## src/rtl/mux4_rr_arbiter.sv

```systemverilog
// mux4_rr_arbiter
//   Shares one 4:1 select path between four requesters (a, b, c, d).
//   Round-robin arbitration with bounded bursts of up to MAX_BURST beats.
//   The winner drives the registered select pair s1/s0 and a one-hot grant.
//   Each beat copies the selected input into y and raises y_valid.
//
// Parameters
//   DW        data width of a, b, c, d and y
//   MAX_BURST maximum beats per grant, 1..15
//
// Ports
//   clk      system clock, rising edge
//   rst      synchronous reset, active-high
//   req[3:0] request bits (0=a, 1=b, 2=c, 3=d)
//   a,b,c,d  source data
//   gnt[3:0] registered one-hot grant (zero in IDLE)
//   s1,s0    registered mux select; the value is parked while idle
//   y        registered selected data
//   y_valid  y holds a beat taken on the previous edge
//   busy     high while a grant is active
//
// Build option
//   ARB_FIXED_PRIO_EN  when defined, the lowest-index request always wins
//                      and the round-robin pointer is not built.
//
// state | meaning
// IDLE  | no grant; arbitrate any pending request on the next edge
// GRANT | source {s1,s0} owns the path; one beat per edge while it requests

module mux4_rr_arbiter #(
  parameter int DW        = 1,
  parameter int MAX_BURST = 4
) (
  input  logic          clk,
  input  logic          rst,
  input  logic [3:0]    req,
  input  logic [DW-1:0] a,
  input  logic [DW-1:0] b,
  input  logic [DW-1:0] c,
  input  logic [DW-1:0] d,
  output logic [3:0]    gnt,
  output logic          s0,
  output logic          s1,
  output logic [DW-1:0] y,
  output logic          y_valid,
  output logic          busy
);

  typedef enum logic {
    IDLE  = 1'b0,
    GRANT = 1'b1
  } state_t;

  localparam logic [3:0] BURST_LAST = 4'(MAX_BURST);

  state_t        state, state_nxt;
  logic [1:0]    sel, sel_nxt;
  logic [3:0]    gnt_nxt;
  logic [3:0]    beat_cnt, beat_cnt_nxt;
  logic [DW-1:0] y_nxt;
  logic          y_valid_nxt;
  logic [DW-1:0] din;
  logic [1:0]    win;
  logic          rel;

  assign s1   = sel[1];
  assign s0   = sel[0];
  assign busy = (state == GRANT);

  always_comb begin
    case (sel)
      2'd0:    din = a;
      2'd1:    din = b;
      2'd2:    din = c;
      default: din = d;
    endcase
  end

`ifdef ARB_FIXED_PRIO_EN
  always_comb begin
    win = 2'd0;
    if (req[0])      win = 2'd0;
    else if (req[1]) win = 2'd1;
    else if (req[2]) win = 2'd2;
    else if (req[3]) win = 2'd3;
  end
`else
  logic [1:0] ptr;

  // Search ptr+1, ptr+2, ptr+3 (ptr+1 assigned last, so it has priority);
  // if none of those request, ptr itself must be the requester.
  always_comb begin
    win = ptr;
    for (int k = 3; k >= 1; k--) begin
      if (req[ptr + 2'(k)]) win = ptr + 2'(k);
    end
  end

  // ptr=3 after reset makes requester 0 the first in line.
  always_ff @(posedge clk) begin
    if (rst)                        ptr <= 2'd3;
    else if (state == GRANT && rel) ptr <= sel;
  end
`endif

  always_comb begin
    state_nxt    = state;
    gnt_nxt      = gnt;
    sel_nxt      = sel;
    beat_cnt_nxt = beat_cnt;
    y_nxt        = y;
    y_valid_nxt  = 1'b0;
    rel          = 1'b0;
    case (state)
      IDLE: begin
        gnt_nxt = 4'b0000;
        if (req != 4'b0000) begin
          state_nxt    = GRANT;
          gnt_nxt      = 4'b0001 << win;
          sel_nxt      = win;
          beat_cnt_nxt = 4'd0;
        end
      end
      GRANT: begin
        if (req[sel]) begin
          y_nxt        = din;
          y_valid_nxt  = 1'b1;
          beat_cnt_nxt = beat_cnt + 4'd1;
          if (beat_cnt + 4'd1 == BURST_LAST) rel = 1'b1;
        end else begin
          rel = 1'b1;
        end
        if (rel) begin
          state_nxt    = IDLE;
          gnt_nxt      = 4'b0000;
          beat_cnt_nxt = 4'd0;
        end
      end
      default: begin
        state_nxt = IDLE;
        gnt_nxt   = 4'b0000;
      end
    endcase
  end

  always_ff @(posedge clk) begin
    if (rst) begin
      state    <= IDLE;
      gnt      <= 4'b0000;
      sel      <= 2'd0;
      beat_cnt <= 4'd0;
      y        <= '0;
      y_valid  <= 1'b0;
    end else begin
      state    <= state_nxt;
      gnt      <= gnt_nxt;
      sel      <= sel_nxt;
      beat_cnt <= beat_cnt_nxt;
      y        <= y_nxt;
      y_valid  <= y_valid_nxt;
    end
  end

endmodule

```

## config.mk

```make
export PLATFORM = sky130hd
export DESIGN_NAME = mux4_rr_arbiter
export DESIGN_NICKNAME = d
export VERILOG_FILES = /design/src/rtl/mux4_rr_arbiter.sv
export SDC_FILE = /design/constraint.sdc
export NUM_CORES = 1
export LEC_CHECK = 0
export CAP_MARGIN = 20
export CORE_AREA = 2 2 43 45
export DETAILED_ROUTE_END_ITERATION = 7
export DIE_AREA = 0 0 45 47
export MAX_ROUTING_LAYER = met4
export PLACE_DENSITY = 0.79
export SYNTH_ARGS = -nofsm -noshare
export SYNTH_HDL_FRONTEND = slang
export SYNTH_SLANG_ARGS = --single-unit
```

## constraint.sdc

```tcl
create_clock -name clk -period 5.1 [get_ports clk]
set_clock_uncertainty 0.1 [all_clocks]
set_input_delay 0.765 -clock clk [delete_from_list [all_inputs] [get_ports clk]]
set_output_delay 0.765 -clock clk [all_outputs]
set_load 0.02 [all_outputs]
```

==> flow_summary.ini, run 1 <==
[critical_path]
setup.reg_to_reg.worst_slack_ps = 3170
launching_point_of_the_worst_reg2reg_path = beat_cnt[0]
worstSetupStartpointType = register
reg2regPathDepth = 6
worstPathArrival_ps = 1480
crit_path_top_delay_cell = clkdlybuf4s50_1
path_max_fanout = 8
cp.depth = 1
worstPathCellList = clkdlybuf4s50_1
worstSetupEndpointType = output port
crit_required_ps = 4240
setup.worst_path.end = busy
cp-startpoint = busy
max_incr_delay_on_cp_ps = 670
cpLargestDelayFamily = buffers and inverters
regToRegEndpoint = ptr[0]
worst_setup_path_class = reg -> out
worstPathBufferInverterCount = 1

[outcome]
status = finished clean

[floorplan]
dieArea_um2 = 2120
start_util = 0.485
chipHeight_um = 47
floorplan.rows = 15
top_level_ports = 19
die_width_um = 45
coreArea_um2 = 1650

[clock_tree]
tritoncts = done
cts_buffers = 3
clock_tree.root_cell = clkbuf_4
clk_pin_slew_worst_paths_ps = 100
numClockSinks = 15
hold_buf_cts = 0
htreeDepth = 1
post_cts_resized = 0
cts_max_path_buffers = 2
cts_post_setup_buffers_inserted = 0
worst_skew_pair.late_latency_ps = 280

[place]
finalWeightedCongestion = 0.798
port-buffer-count = 18
placed_cells = 121
post-dp-hpwl_um = 1240

[route]
initialDrtViolationCount = 3
drt-wirelength-per-cell_um = 12.7
post_drt_via_cell_ratio = 5.62
drt.antenna.violating_nets = 0
route.final.wire_length_um = 1580
drt_drc_violations_left = 0
drt-pass1-iter-count = 4
route.vias.total = 703

[final_layout]
fillCellCount = 158
antenna_cells_inserted = 0
drive_gt1_frac = 0.111
mostFrequentLayoutCells = 18 x nor2_1, 18 x clkdlybuf4s50_1, 15 x dfxtp_1
nets = 121
syn2layout_area_growth_pct = 26.6
post-route-util = 0.614
instances_no_fill = 125

[global_route]
grt_antenna_before_repair = 0
grt_remaining_overflow = 0
first_global_vias = 645
global_route_wire_length_before_repair_um = 2630
gr-usage-all-layers = 0.184
grt_max_degree = 20

[power]
vdd_drop_max_mv = 0.179
p_per_area_nw_per_um2 = 274
finalPower_mw = 0.277
leakage_nw = 0.386

[sta]
fin_crit_ps = 2340
final.period_utilization = 0.459
max_transition_viols_final = 0
timing.slew.headroom = 0.539
hold_viol_final = 0
setup_repair_after_global_routing_missed_its_margin = false
max_freq_mhz = 427
report.final.setup_viol = 0
holdWs_ps = 393
totalNegativeSetupSlack_ps = 0
worst_pin_slew_ps = 689

[synthesis]
yosys_register_bits = 15
post_synth_instance_area_um2 = 801
postSynthNetCount = 100
syn_area_per_cell_um2 = 9.10
sequential_share_of_the_synthesized_area = 0.375
synth_cell_types = 33
ys_warn_count = 0
synth_top_cells_by_area = dfxtp_1 38%, nor2_1 8.4%, mux2i_1 3.8%
syn_inst = 88
yosys.area.top_type = dfxtp_1
fraction_of_post_synthesis_cell_area_in_the_top_cell_type_by_area = 0.375

[hold_path]
hold_path_class = reg -> reg

[job]
cap_violations = 0
==> through the flow <==
step | area [µm²] | worst slack [ps]
final | 1010 | 2760
after global routing | 1010 | 2710
after CTS | 1010 | 2760
after detailed placement | 986 | 2570
after global placement | 986 | 2600
after floorplan | 801 | 3160
==> sequential cells by signal (all words and copies together), names as in the netlist <==
register and count:
y_valid 1, busy 1, y 1, gnt 4, ptr 2, beat_cnt 4, sel 2
==> power by group <==
part	internal (mW)	switching (mW)
clock	0.0291	0.0381
sequential	0.127	0.0107
combinational	0.0368	0.0359
==> cell usage after synthesis <==
master and count:
nand3_1 1, nand2_1 4, o21ai_0 2, nor4_1 2, mux4_1 1, o31a_1 1
o211ai_1 1, nor2_2 1, a22oi_2 1, o21ai_1 1, ha_1 2, a21oi_1 4
a211oi_4 1, nor3_1 4, a311oi_1 1, a21boi_2 1, a21o_1 1, o31ai_1 3
nor2_1 18, nand2b_1 1, inv_1 3, a21oi_2 1, nand3b_1 2, mux4_2 1
dfxtp_1 15, buf_4 1, o21ai_2 1, and2b_1 3, mux2i_1 3, nand2_4 1
dlygate4sd1_1 1, nor2b_1 3, a32oi_1 2
==> final cells by class <==
type	count	area, µm²	area share
clock buffers	3	22.5	0.0222
clock inverters	1	5.00	0.00494
inverters	3	11.3	0.0111
multi-input cells	68	473	0.467
flip-flops and latches	15	300	0.296
well taps	17	21.3	0.0210
repair buffers	18	180	0.178
==> per-layer routing <==
layer,wire [µm],vias up,GRT usage
met5,0,-,-
met4,13,0,0.106
met3,45,2,0.0346
met2,764,10,0.306
met1,760,332,0.207
li1,-,359,-
==> how the worst min path moves through the flow <==
stage,from,to,cells past startpoint
finish,gnt[3],gnt[3],2
global route,gnt[0],gnt[0],2
CTS,gnt[3],gnt[3],2
detailed placement,gnt[3],gnt[3],2
global placement,gnt[1],gnt[1],2
floorplan,beat_cnt[2],beat_cnt[2],2
==> kinds of logic after synthesis <==
kind of cell               count (synthesis)  share of synthesized area
muxes                                      5                     0.0984
adders and majority gates                  2                     0.0312
buffers and inverters                      5                     0.0344
DFF                                       15                      0.375
AOI/OAI and AO/OA                         21                      0.211
and+or+nand+nor                           40                      0.250
Power figures use the tool's default switching activity.
==> run 2, diff against run 1 <==
CORE_AREA = 2 2 45 47   (was 2 2 43 45)
DIE_AREA = 0 0 47 49   (was 0 0 45 47)
PLACE_DENSITY = 0.72   (was 0.79)
clock period = 2.44 ns   (was 5.1 ns; I/O delays follow)
==> run 2 against run 1 <==
Compared with the run above: routed wire length is 1.7% higher; via count up 1.3%; sequential share of layout area fell by 0.54 points; worst hold slack worse by 1.5 ps; final cell count up 8.8%; combinational power rose by 110%; global-route usage down 0.55 points; design area increased by 1.9%; register-to-register slack worse by 2600 ps; core utilization shrank 5.3 points; clock power up 110%; sequential power increased by 110%; critical path type unchanged; critical endpoint unchanged; highest routed layer unchanged.
==> flow_summary.ini, run 2 (synthesized netlist as in run 1, its figures left out) <==
[global_route]
grt_max_degree = 16
global_route_wire_length_before_repair_um = 2870
gr-usage-all-layers = 0.179
grt_antenna_before_repair = 0
grt_remaining_overflow = 0
first_global_vias = 687

[sta]
worst_pin_slew_ps = 575
totalNegativeSetupSlack_ps = 0
holdWs_ps = 391
worst_slack_ps = 538
fin_crit_ps = 1900
max_freq_mhz = 526
report.final.setup_viol = 0
timing.slew.headroom = 0.613
setup_repair_after_global_routing_missed_its_margin = false
max_transition_viols_final = 0
final.period_utilization = 0.780
hold_viol_final = 0

[critical_path]
launching_point_of_the_worst_reg2reg_path = beat_cnt[0]
worstSetupStartpointType = register
worstPathBufferInverterCount = 1
cpLargestDelayFamily = buffers and inverters
crit_path_top_delay_cell = clkdlybuf4s50_1
worstPathCellList = clkdlybuf4s50_1
regToRegEndpoint = ptr[0]
setup.reg_to_reg.worst_slack_ps = 550
worstSetupEndpointType = output port
path_max_fanout = 8
max_incr_delay_on_cp_ps = 660
reg2regPathDepth = 5
crit_required_ps = 1970
worstPathArrival_ps = 1440
worst_setup_path_class = reg -> out

[job]
cap_violations = 0

[clock_tree]
cts_max_path_buffers = 2
cts_buffers = 3
worst_skew_pair.late_latency_ps = 280
cts_post_setup_buffers_inserted = 0
post_cts_resized = 0
tritoncts = done
hold_buf_cts = 0
clock_tree.root_cell = clkbuf_4
htreeDepth = 1
numClockSinks = 15
clk_pin_slew_worst_paths_ps = 90

[power]
vdd_drop_max_mv = 0.289
leakage_nw = 0.388
finalPower_mw = 0.579
p_per_area_nw_per_um2 = 561

[route]
initialDrtViolationCount = 18
route.final.wire_length_um = 1610
post_drt_via_cell_ratio = 5.24
drt-pass1-iter-count = 4
drt.antenna.violating_nets = 0
drt-wirelength-per-cell_um = 11.8
route.vias.total = 712
drt_drc_violations_left = 0

[floorplan]
coreArea_um2 = 1840
dieArea_um2 = 2300
die_width_um = 47
chipHeight_um = 49
start_util = 0.435
floorplan.rows = 16
top_level_ports = 19

[place]
port-buffer-count = 18
place_ws_ps = 310
finalWeightedCongestion = 0.831
post-dp-hpwl_um = 1300

[hold_path]
worstHoldPathCells = 2
whs_endpoint = gnt[2]
hold_path_class = reg -> reg
worstHoldStart = gnt[2]

[final_layout]
antenna_cells_inserted = 0
drive_gt1_frac = 0.110
reg.largest.list = beat_cnt x4, gnt x4
mostFrequentLayoutCells = 18 x nor2_1, 18 x clkdlybuf4s50_1, 15 x dfxtp_1
nets = 122
fillCellCount = 175
syn2layout_area_growth_pct = 28.9

[outcome]
status = finished clean
[run 2: changes by cell type in the layout (fill, tap and decap cells not counted)]
cell      change
buf_4         +1
clkbuf_1      +1
clkinv_2      -1
[run 2: layout make-up]
| cell class | instances | area, µm² | share of cell area |
|---|---|---|---|
| multi-input combinational | 68 | 473 | 0.458 |
| clock buffer | 4 | 26.3 | 0.0255 |
| tap | 27 | 33.8 | 0.0327 |
| inverter | 3 | 11.3 | 0.0109 |
| sequential | 15 | 300 | 0.291 |
| timing repair buffer | 19 | 188 | 0.182 |
[run 2: metrics by stage]
step	util	instances	area, µm²
final	0.560	136	1030
after CTS	0.560	136	1030
after global placement	0.546	132	1010
after detailed placement	0.546	132	1010
after global routing	0.560	136	1030
after floorplan	-	88	801
[run 2: how the worst max path moves through the flow]
stage / start / end / slack [ps] / depth (start not counted)
after floorplan: sel[0] / beat_cnt[1] / 670 / 5
after global placement: req[0] / beat_cnt[2] / 340 / 6
after detailed placement: req[0] / beat_cnt[2] / 310 / 6
after CTS: beat_cnt[0] / ptr[0] / 520 / 5
after global routing: beat_cnt[0] / ptr[1] / 350 / 6
final: busy / busy / 540 / 1
[run 2: layer usage]
layer,vias to the layer above,GRT usage,share of wire
met2,15,0.267,0.51
met3,4,0.0407,0.034
met4,0,0.120,0.024
li1,361,-,-
met1,332,0.204,0.43
met5,-,-,0
[run 2: power breakdown]
group	total [mW]	leakage (nW)	internal, mW	switching, mW
Sequential	0.287	0.123	0.265	0.0221
Combinational	0.153	0.250	0.0779	0.0753
Clock	0.139	0.0150	0.0633	0.0755
Total	0.579	0.388	0.406	0.173
==> run 3, diff against run 2 <==
clock period = 2 ns   (was 2.44 ns; I/O delays follow)
==> run 3 against run 2 <==
Compared with the run above: flip-flop and latch count stayed put; final cell count is 4.4% higher; first-iteration DRC count is 72% lower; critical endpoint unchanged; highest routed layer unchanged.
==> flow_summary.ini, run 3 (synthesized netlist as in run 1, its figures left out) <==
[final_layout]
reg.largest.list = beat_cnt x4, gnt x4
drive_gt1_frac = 0.183
layout.cell_area.non_filler_um2 = 1080
nets = 128
syn2layout_area_growth_pct = 35.0
post-route-util = 0.587
mostFrequentLayoutCells = 18 x nor2_1, 18 x clkdlybuf4s50_1, 13 x dfxtp_1, 7 x buf_4
instances_no_fill = 142
antenna_cells_inserted = 0

[global_route]
grt_remaining_overflow = 0
first_global_vias = 694
gr-usage-all-layers = 0.175
global_route_wire_length_before_repair_um = 2900
grt_max_degree = 12
grt_antenna_before_repair = 0

[place]
post-dp-hpwl_um = 1310
finalWeightedCongestion = 0.822
port-buffer-count = 18
placed_cells = 138
dpl-instance-area_um2 = 1050

[critical_path]
worstSetupEndpointType = output port
worst_setup_path_class = reg -> out
regToRegEndpoint = gnt[0]
cp-startpoint = busy
launching_point_of_the_worst_reg2reg_path = beat_cnt[0]
worstPathBufferInverterCount = 1
worstSetupStartpointType = register
crit_path_top_delay_cell = clkdlybuf4s50_1
crit_required_ps = 1600
max_incr_delay_on_cp_ps = 660
setup.reg_to_reg.worst_slack_ps = 210
worstPathCellList = clkdlybuf4s50_1
worstPathArrival_ps = 1440
reg2regPathDepth = 6
path_max_fanout = 8
cpLargestDelayFamily = buffers and inverters

[power]
switching_share = 0.302
p_int_mw = 0.500
p_seq_frac = 0.485
p_per_area_nw_per_um2 = 662
clock_power_share = 0.240
vdd_drop_max_mv = 0.417
p_switching_mw = 0.216
comb_power_share = 0.275
leakage_nw = 0.422

[floorplan]
floorplan.rows = 16
dieArea_um2 = 2300
die_width_um = 47
start_util = 0.435
coreArea_um2 = 1840
top_level_ports = 19
chipHeight_um = 49

[sta]
report.final.setup_viol = 0
max_freq_mhz = 543
hold_viol_final = 0
worst_pin_slew_ps = 448
holdWs_ps = 387
final.period_utilization = 0.921
fin_crit_ps = 1840
timing.slew.headroom = 0.699
totalNegativeSetupSlack_ps = 0
setup_repair_after_global_routing_missed_its_margin = false
max_transition_viols_final = 0

[route]
drt-pass1-iter-count = 3
post_drt_via_cell_ratio = 5.02
route.final.wire_length_um = 1570
route.vias.total = 713
drt.antenna.violating_nets = 0
initialDrtViolationCount = 5
drt_drc_violations_left = 0
drt-wirelength-per-cell_um = 11.0

[hold_path]
whs_endpoint = gnt[2]
hold_path_class = reg -> reg
worstHoldPathCells = 2
worstHoldStart = gnt[2]

[clock_tree]
clock_tree.root_cell = clkbuf_4
tritoncts = done
clk_pin_slew_worst_paths_ps = 90
cts_post_setup_buffers_inserted = 0
hold_buf_cts = 0
cts_max_path_buffers = 2
htreeDepth = 1
numClockSinks = 15
post_cts_resized = 0
cts_buffers = 3
worst_skew_pair.late_latency_ps = 280

[outcome]
status = finished clean

[job]
cap_violations = 0
## run 3: final cells by class
type,count,area [µm²]
Clock buffer,3,22.5
Timing Repair Buffer,25,233
Multi-Input combinational cell,68,473
Sequential cell,15,303
Inverter,3,11.3
Tap cell,27,33.8
Clock inverter,1,5.00
Fill cell,184,761
## run 3: through the flow
stage	setup slack (ps)	power, mW
2_1_floorplan	233	0.469
3_5_place_dp	-38.6	0.553
6_report	158	0.716
4_1_cts	146	0.725
5_1_grt	44.3	0.764
3_3_place_gp	32.4	0.548
## run 3: how the worst max path moves through the flow
stage	slack, ps	depth (start not counted)	endpoint
final	160	1	busy
after global routing	40	6	gnt[0]
after CTS	150	6	gnt[0]
after detailed placement	-40	6	gnt[0]
after global placement	30	6	beat_cnt[2]
after floorplan	230	5	beat_cnt[1]
## run 3: power by group through the flow
stage	Clock, mW	Sequential (mW)	Combinational, mW
after global routing	0.197	0.350	0.217
after floorplan	0	0.372	0.0973
after CTS	0.178	0.347	0.199
final	0.172	0.347	0.197
after detailed placement	0	0.355	0.199
after global placement	0	0.353	0.195
## run 3: per-layer routing
metal,part of all wire,global-route usage
met4,0.016,0.0694
met3,0.028,0.0333
met5,0,-
met2,0.51,0.279
met1,0.44,0.213
==> RTL edit (flow settings as in run 2) <==
Add a define of `ARB_FIXED_PRIO_EN`.
--- a/src/rtl/mux4_rr_arbiter.sv
+++ b/src/rtl/mux4_rr_arbiter.sv
@@ -27,4 +27,6 @@
 // IDLE  | no grant; arbitrate any pending request on the next edge
 // GRANT | source {s1,s0} owns the path; one beat per edge while it requests
+
+`define ARB_FIXED_PRIO_EN
 
 module mux4_rr_arbiter #(
Behaviour: not the same (Yosys sat finds a counterexample within 4 cycles, from zero or initial values and one cycle with rst high).
==> RTL edit against run 2 <==
Synthesized cell count is 26% lower. Non-clock buffer count rose by 2. Total power shrank 19%. Sequential cell count down 2. Synthesized area fell by 25%. Final area is 17% lower. Wire length fell by 20%. Sequential power fell by 17%. Register-to-register slack improved by 0.29 ns. Worst setup slack worse by 0.025 ns. Critical path depth unchanged. Sequential share of layout area increased by 1.5 points. First-iteration DRC count fell by 33%. Worst hold slack lost 0.031 ns. Largest power group unchanged.
==> RTL edit: results (changes against run 2) <==
The count of cells along the worst register-to-register path came out at 4 (-1). The post-route non-filler standard cell count is 115 (-15%). The total placed instance area was 826 sq um (-18%).

The highest metal layer carrying signal wires in the routed design is met3. The total length of routed wires came out at 1.29 mm (-20%). The clock share of power came out at 0.276 (+0.036). The transition time at the pin with the least slew margin came to 0.331 ns (-0.244 ns). The worst hold slack across all endpoints is 0.361 ns (-0.0306 ns). The worst-case register-to-register setup slack is 0.84 ns (+0.29 ns). The startpoint identified for the worst hold timing path is y. The met2 wire length was 584 um (-29%).

In the final layout, the registers with the most flip-flops are beat_cnt x4, gnt x4, sel x2. The post-synthesis mux area share is 0.0774 (-0.0210). The standby leakage power is 0.315 nW (-19%). The sequential group share of total power came out at 0.505 (+0.010). The worst register-to-register path ends at beat_cnt[3]. The complex-gate fraction of the synthesized area came out at 0.222 (+0.0108).

The adder-cell area share of the yosys netlist came out at 0.0209 (-0.0103). The global-route wire length before repair is 2.14 mm (-25%). In the synthesized netlist, the cells that appear most often are sky130_fd_sc_hd__dfxtp_1 (13), sky130_fd_sc_hd__nor2_1 (11), sky130_fd_sc_hd__nand2_1 (5), sky130_fd_sc_hd__inv_1 (4).

The peak ir drop on the vdd network came out at 0.400 mV (+39%). The vias per cell is 4.91 (-6.2%). The pre-CTS setup slack was 0.437 ns (+0.127 ns). The number of fillers in the final layout came out at 201 (+15%). The initial standard-cell utilization of the core was 0.325 (-0.110). The number of DRC markers in iteration 0 came out at 12 (-6). The sequential fraction of the synthesis area came to 0.435 (+0.0601). The post-route met1 wirelength came out at 612 um (-12%). The internal cell power came out at 0.000342 W (-16%). The number of different library cells in the post-synthesis netlist is 26 (-21%). The cell count after placement is 111 (-16%).

The total power density per cell area came out at 552 nW/um^2 (-1.6%). The global router's overall resource usage is 0.129 (-0.0491). The flow ran to the end, and the final reports show no timing, DRC or antenna violations. The final standard cell utilization of the core is 0.463 (-0.0978). The terminating pin of the worst hold path is y. The timing-limited maximum frequency is 519 MHz (-1.3%).

The count of nets after finishing is 100 (-18%). The routed length on met3 was 97 um (+80%). The number of global-route vias before repair came out at 516 (-25%).
[RTL edit: cell count changes in the layout (fill, tap and decap cells not counted), sizes merged, moves of 3 or more]
cell / change
and2b: -3
o21ai: -3
a32o: +3
a22o: +3
nor2: -8
a21oi: -3
nor2b: -3
[RTL edit: cell type report]
class | instances | area share
Clock buffer | 4 | 0.0308
Timing Repair Buffer | 21 | 0.238
Inverter | 4 | 0.0176
Sequential cell | 13 | 0.305
Tap cell | 27 | 0.0396
Multi-Input combinational cell | 46 | 0.369
[RTL edit: kinds of logic (layout without fill, tap and decap cells)]
group	count (synthesis)	in the layout
AND/OR/NAND/NOR	26	26
AO/OA/AOI/OAI	16	16
flip-flops	13	13
buffers and inverters	6	29
multiplexers	3	3
adder cells (fa/ha/maj)	1	1
[RTL edit: metal layers]
layer	vias to the layer above	global-route usage
li1	289	-
met1	254	0.172
met2	22	0.180
met3	0	0.0593
met4	0	0.0278
met5	-	-
